--- src/rtl/attopu_seq.sv ---
// attopu_seq: multi-cycle fetch/exec/mem sequencer for the attopu core.
// It owns the PC, the instruction register, the return-address stack,
// the sticky fault flag and the FETCH/EXEC/MEM/HALT state machine.
// Ports:
//   clk, rst_n         clock, synchronous active-low reset
//   imem_*             fetch req/ack handshake; address = pc
//   dmem_*             data req/ack handshake; we = store
//   c_flag, z_flag     ALU flags sampled in EXEC
//   reg_rdata1         jump-register target and data address
//   reg_*_sel, alu_op  ir fields driven to the datapath
//   reg_we, reg_src    register write-back control
//   imm_data           zero-extended ir[10:0]
//   pc, sp             current PC and stack occupancy
//   retire             one-cycle pulse per completed instruction
//   halted, fault      HALT state indicator and sticky stack fault
module attopu_seq #(
   parameter int ADDR_W      = 16,
   parameter int STACK_DEPTH = 4,
   parameter int RESET_PC    = 0
) (
   input  logic                                 clk,
   input  logic                                 rst_n,
   output logic                                 imem_req,
   output logic [ADDR_W-1:0]                    imem_addr,
   input  logic                                 imem_ack,
   input  logic [15:0]                          imem_rdata,
   output logic                                 dmem_req,
   output logic                                 dmem_we,
   input  logic                                 dmem_ack,
   input  logic                                 c_flag,
   input  logic                                 z_flag,
   input  logic [ADDR_W-1:0]                    reg_rdata1,
   output logic [1:0]                           reg_in_sel,
   output logic [1:0]                           reg_out_sel1,
   output logic [1:0]                           reg_out_sel2,
   output logic [6:0]                           alu_op,
   output logic                                 reg_we,
   output logic [1:0]                           reg_src,
   output logic [ADDR_W-1:0]                    imm_data,
   output logic [ADDR_W-1:0]                    pc,
   output logic                                 retire,
   output logic [$clog2(STACK_DEPTH+1)-1:0]     sp,
   output logic                                 halted,
   output logic                                 fault
);

   localparam int SPW = $clog2(STACK_DEPTH + 1);
   localparam int IW  = (STACK_DEPTH > 1) ? $clog2(STACK_DEPTH) : 1;

   localparam logic [ADDR_W-1:0] PC_ONE  = ADDR_W'(1);
   localparam logic [ADDR_W-1:0] PC_INIT = ADDR_W'(RESET_PC);
   localparam logic [SPW-1:0]    SP_ONE  = SPW'(1);
   localparam logic [SPW-1:0]    SP_FULL = SPW'(STACK_DEPTH);
   localparam logic [IW-1:0]     IX_ONE  = IW'(1);

   localparam logic [2:0] OP_ALU  = 3'b000;
   localparam logic [2:0] OP_LDI  = 3'b001;
   localparam logic [2:0] OP_CALL = 3'b010;
   localparam logic [2:0] OP_LD   = 3'b011;
   localparam logic [2:0] OP_SYS  = 3'b100;
   localparam logic [2:0] OP_ST   = 3'b101;
   localparam logic [2:0] OP_BR   = 3'b110;
   localparam logic [2:0] OP_JR   = 3'b111;

   typedef enum logic [1:0] {
      FETCH,
      EXEC,
      MEM,
      HALT
   } state_e;

   state_e            state;
   logic [15:0]       ir;
   logic [ADDR_W-1:0] pcReg;
   logic [SPW-1:0]    spReg;
   logic              faultReg;
   logic [ADDR_W-1:0] stack [STACK_DEPTH];

   logic [2:0]        opcode;
   logic [ADDR_W-1:0] pcNext;
   logic [ADDR_W-1:0] brTarget;
   logic              brCond;
   logic              stackFull;
   logic              stackEmpty;
   logic [IW-1:0]     pushIdx;
   logic [IW-1:0]     popIdx;
   logic              inExec;
   logic              inMem;
   logic              execRetire;

   assign opcode     = ir[15:13];
   assign pcNext     = pcReg + PC_ONE;
   assign brTarget   = ADDR_W'($signed(ir[10:0]));
   assign brCond     = ir[12] ? (ir[11] == z_flag)
                              : (ir[11] == c_flag);
   assign stackFull  = (spReg == SP_FULL);
   assign stackEmpty = (spReg == '0);
   // sp <= STACK_DEPTH <= 2**IW, so the low IW bits
   // minus one still address the top entry when full.
   assign pushIdx    = spReg[IW-1:0];
   assign popIdx     = pushIdx - IX_ONE;

   // Gating on rst_n keeps the reset cycle free of
   // requests, writes and retire pulses.
   assign inExec = rst_n && (state == EXEC);
   assign inMem  = rst_n && (state == MEM);

   always_comb begin
      execRetire = 1'b0;
      unique case (opcode)
         OP_ALU, OP_LDI, OP_BR, OP_JR: execRetire = 1'b1;
         OP_CALL:                      execRetire = !stackFull;
         OP_SYS:  execRetire = ir[12] || !stackEmpty;
         OP_LD, OP_ST:                 execRetire = 1'b0;
      endcase
   end

   assign imem_req     = rst_n && (state == FETCH);
   assign imem_addr    = pcReg;
   assign dmem_req     = inMem;
   assign dmem_we      = inMem && (opcode == OP_ST);
   assign reg_we       = (inExec && (opcode == OP_ALU ||
                                     opcode == OP_LDI)) ||
                         (inMem && dmem_ack &&
                          opcode == OP_LD);
   assign reg_src      = inMem ? 2'b10 :
                         (opcode == OP_LDI) ? 2'b01 : 2'b00;
   assign retire       = (inExec && execRetire) ||
                         (inMem && dmem_ack);
   assign reg_in_sel   = ir[12:11];
   assign reg_out_sel1 = ir[10:9];
   assign reg_out_sel2 = ir[8:7];
   assign alu_op       = ir[6:0];
   assign imm_data     = ADDR_W'(ir[10:0]);
   assign pc           = pcReg;
   assign sp           = spReg;
   assign halted       = (state == HALT);
   assign fault        = faultReg;

   always_ff @(posedge clk) begin
      if (!rst_n) begin
         state    <= FETCH;
         pcReg    <= PC_INIT;
         ir       <= '0;
         spReg    <= '0;
         faultReg <= 1'b0;
      end else begin
         unique case (state)
            FETCH: begin
               if (imem_ack) begin
                  ir    <= imem_rdata;
                  state <= EXEC;
               end
            end
            EXEC: begin
               state <= FETCH;
               unique case (opcode)
                  OP_ALU, OP_LDI: pcReg <= pcNext;
                  OP_LD, OP_ST:   state <= MEM;
                  OP_BR: pcReg <= brCond ? brTarget : pcNext;
                  OP_JR: pcReg <= z_flag ? reg_rdata1 : pcNext;
                  OP_CALL: begin
                     if (stackFull) begin
                        faultReg <= 1'b1;
                        state    <= HALT;
                     end else begin
                        stack[pushIdx] <= pcNext;
                        spReg          <= spReg + SP_ONE;
                        pcReg          <= brTarget;
                     end
                  end
                  OP_SYS: begin
                     if (ir[12]) begin
                        state <= HALT;
                     end else if (stackEmpty) begin
                        faultReg <= 1'b1;
                        state    <= HALT;
                     end else begin
                        pcReg <= stack[popIdx];
                        spReg <= spReg - SP_ONE;
                     end
                  end
               endcase
            end
            MEM: begin
               if (dmem_ack) begin
                  pcReg <= pcNext;
                  state <= FETCH;
               end
            end
            HALT: begin
               state <= HALT;
            end
         endcase
      end
   end

endmodule
--- config.mk ---
export PLATFORM = sky130hd
export DESIGN_NAME = attopu_seq
export DESIGN_NICKNAME = d
export VERILOG_FILES = /design/src/rtl/attopu_seq.sv
export SDC_FILE = /design/constraint.sdc
export NUM_CORES = 1
export LEC_CHECK = 0
export BUFFER_PORTS_ARGS = -buffer_cell sky130_fd_sc_hd__buf_2
export CELL_PAD_IN_SITES_DETAIL_PLACEMENT = 1
export CELL_PAD_IN_SITES_GLOBAL_PLACEMENT = 1
export CORE_MARGIN = 2
export CORE_UTILIZATION = 39
export CTS_CLUSTER_DIAMETER = 30
export CTS_CLUSTER_SIZE = 10
export DETAILED_ROUTE_END_ITERATION = 8
export GPL_ROUTABILITY_DRIVEN = 0
export PLACE_DENSITY = 0.78
export SKIP_LAST_GASP = 1
export SYNTH_ARGS = -nofsm -noshare
export SYNTH_HDL_FRONTEND = slang
export SYNTH_SLANG_ARGS = --single-unit
--- constraint.sdc ---
create_clock -name clk -period 2.9 [get_ports clk]
set_input_delay 0.58 -clock clk [delete_from_list [all_inputs] [get_ports clk]]
set_output_delay 0.58 -clock clk [all_outputs]
set_load 0.01 [all_outputs]
==> impl_metrics.py <==
metrics = {
    "pwr": {
        "ir_drop_v": 0.000277,
        "power_frac_clock_pct": 35.4,
        "power_frac_comb_pct": 16.1,
        "p_total_mw": 3.45,
        "switching_power_mw": 1.03,
        "seq_power_share_pct": 48.5,
        "power_density_mw_per_mm2": 543,
        "swShare_pct": 29.9,
        "p_int_mw": 2.42,
        "leakage_nw": 2.48,
    },
    "logic_synthesis": {
        "ys.flop_type": "edfxtp_1",
        "synth-seq-cells": 102,
        "yosysMostFrequentCell": "edfxtp_1",
        "synthCells": 532,
        "synth_area_leaders": "edfxtp_1 34%, dfxtp_1 13%, mux4_2 6.4%",
        "synth_commonest_cells": "64 x edfxtp_1, 58 x nand2_1, 46 x buf_4",
        "avgSynthCellArea_um2": 10.6,
        "synth-async-reset-ratio_pct": 0,
        "yosys.area.top_type_share_pct": 34.1,
        "yosysSeqAreaShare_pct": 47.6,
        "yosys.area.top_type": "edfxtp_1",
        "syn_area_mm2": 0.00564,
        "ys_warn_count": 0,
        "synth.distinct_cells": 68,
        "synth-edff-count": 64,
    },
    "clocking": {
        "clockBufferDepth": 2,
        "cts-buffers-inserted": 9,
        "cts_resized": 0,
        "cts.clk_slew.worst_paths_ns": 0.08,
        "cts_tree": "done",
        "postCtsHoldBufs": 0,
        "cts-root-buf": "clkbuf_16",
        "cts_max_level": 3,
        "cts_setup_buffers": 0,
        "cts.sinks": 102,
        "clk_latency_ns": 0.37,
    },
    "setup_path": {
        "crit_family": "buffers and inverters",
        "required_ns": 2.32,
        "crit_top_cell": "inv_1",
        "cp_max_fo": 13,
        "critical_path_class": "flop to output port",
        "cp_slowest_cell": "dfxtp_1",
        "cp_slowest_stage_delay_ns": 0.34,
        "path_cells": "inv_1, ha_1, buf_4, inv_1, nor2_2, nand3_1, nor2_1, buf_2",
        "critPathLaunchType": "flop",
        "cp-end-kind": "output port",
        "cp.buffers_inverters": 4,
        "crit_arrival_ns": 2.11,
    },
    "route": {
        "drt-total-wl_um": 16700,
        "wl_per_cell_um": 21.5,
        "drtAntennaViolNets": 0,
        "viasPerCell": 5.80,
        "firstDrtPassIters": 4,
        "drc": 0,
        "dr_total_vias": 4509,
        "drtIter0Drc": 358,
    },
    "floorplanning": {
        "die_h_um": 124,
        "die_w_um": 124,
        "placementRows": 43,
        "start_util_pct": 40.3,
        "ios": 111,
        "core_area_mm2": 0.0140,
        "die_area_mm2": 0.0154,
    },
    "timing": {
        "slew_viol_final": 0,
        "setup_viol": 0,
        "fin_skew_ns": 0.00832,
        "period_share_pct": 92.6,
        "finalHoldWorstSlack_ns": 0.447,
        "relSlewSlack_pct": 54.1,
        "final_hold_viol_count": 0,
        "fin_crit_ns": 2.69,
        "rsz0062_at_grt": "no",
        "max_freq_mhz": 372,
        "tightest_slew_ns": 0.687,
        "setup-tns-final_ns": 0,
    },
    "grt": {
        "grt_max_degree": 25,
        "track_usage_pct": 21.6,
        "grt_pass1_wl_um": 26100,
        "antenna_found_initial": 0,
        "grt_remaining_overflow": 0,
        "grt_pass1_vias": 4587,
    },
    "final_layout": {
        "fin_nets": 641,
        "final_util_pct": 45.4,
        "area_growth_pct": 12.7,
        "drive_above_1_share_pct": 28.6,
        "n_antenna_cell": 0,
        "final_cells": 777,
    },
    "status": {
        "status": "finished clean",
    },
    "place": {
        "placedCellCount": 761,
        "port_buffers": 105,
        "hpwl_um": 12400,
    },
    "job": {
        "cap_violations": 0,
    },
    "worst_hold_path": {
        "hold_path_class": "input pin to flop",
    },
}
==> layout by cell type (no fill, tap or decap), types with 4 or more instances in the layout <==
cell / instances
a21oi_1: 25
a22o_1: 6
a31oi_1: 8
and2_1: 11
and3_1: 9
buf_2: 105
buf_4: 18
clkbuf_16: 9
conb_1: 5
dfxtp_1: 38
edfxtp_1: 64
ha_1: 10
inv_1: 18
inv_8: 4
mux4_2: 16
nand2_1: 58
nand2b_1: 7
nand3_1: 17
nand4_1: 5
nor2_1: 18
nor3_1: 10
nor4_1: 7
o211ai_1: 11
o21ai_0: 18
o2bb2ai_1: 4
or2_2: 5
xnor2_1: 10
xor2_1: 6
==> state kept, by name, summed over array words and instances (netlist names) <==
register / flops
stack: 64
fault: 1
sp: 3
state: 2
imem_addr: 16
ir: 16
==> power groups by stage <==
| stage | Combinational, mW | Clock (mW) | Sequential, mW |
|---|---|---|---|
| global route | 0.606 | 1.29 | 1.68 |
| global placement | 0.531 | 0 | 1.70 |
| finish | 0.558 | 1.22 | 1.67 |
| floorplan | 0.403 | 0 | 1.69 |
| detailed placement | 0.551 | 0 | 1.71 |
| CTS | 0.555 | 1.24 | 1.67 |
==> kinds of logic (layout without fill, tap and decap cells) <==
group / count (synthesis) / after routing / synth area share (%)
fa+ha+maj: 11 / 11 / 2.57
other cells: 1 / 5 / 0.0665
flops: 102 / 102 / 47.6
buf+inv: 96 / 157 / 9.83
simple gates: 163 / 163 / 14.4
xor+xnor: 18 / 18 / 3.06
compound gates: 119 / 119 / 15.0
mux: 22 / 22 / 7.57
==> worst reg2reg max path: stages, from the launching register on <==
cell and delay, ns:
dfxtp_1 0.39, inv_1 0.12, ha_1 0.24, nor2b_2 0.18, o211a_1 0.28, or3_1 0.51
or4_1 0.58, o311a_1 0.14
==> metal layers <==
| metal | part of all wire, % | GRT usage (%) | routed length [um] | vias up |
|---|---|---|---|---|
| met3 | 6.3 | 4.86 | 1050 | 21 |
| met1 | 42 | 28.0 | 7080 | 2274 |
| met2 | 49 | 36.5 | 8260 | 175 |
| met4 | 1.8 | 6.15 | 304 | 0 |
| li1 | - | - | - | 2039 |
| met5 | 0 | 0 | 0 | - |
==> stage by stage <==
| stage | setup slack (ns) | instance area [um^2] |
|---|---|---|
| after floorplan | 0.0444 | 5660 |
| after global placement | 0.415 | 6060 |
| after detailed placement | 0.334 | 6060 |
| after CTS | 0.158 | 6350 |
| after global routing | 0.0962 | 6350 |
| final | 0.213 | 6350 |
==> cell type report <==
type	count	area [um^2]
fillers	1615	7630
flip-flops and latches	102	2680
multi-input cells	338	2430
repair buffers	123	661
clock buffers	10	229
well taps	180	225
inverters	18	67.6
clock inverters	6	61.3
==> path summary, 6_finish.rpt <==
path	startpoint	endpoint	slack, ns	cells after the start
min reg2reg	fault	fault	0.48	2
max reg2reg	sp[1]	imem_addr[13]	0.36	7
max	state[0]	dmem_we	0.21	8
min	imem_rdata[12]	ir[12]	0.45	3
Note: power is estimated with default switching activity, not from simulation.
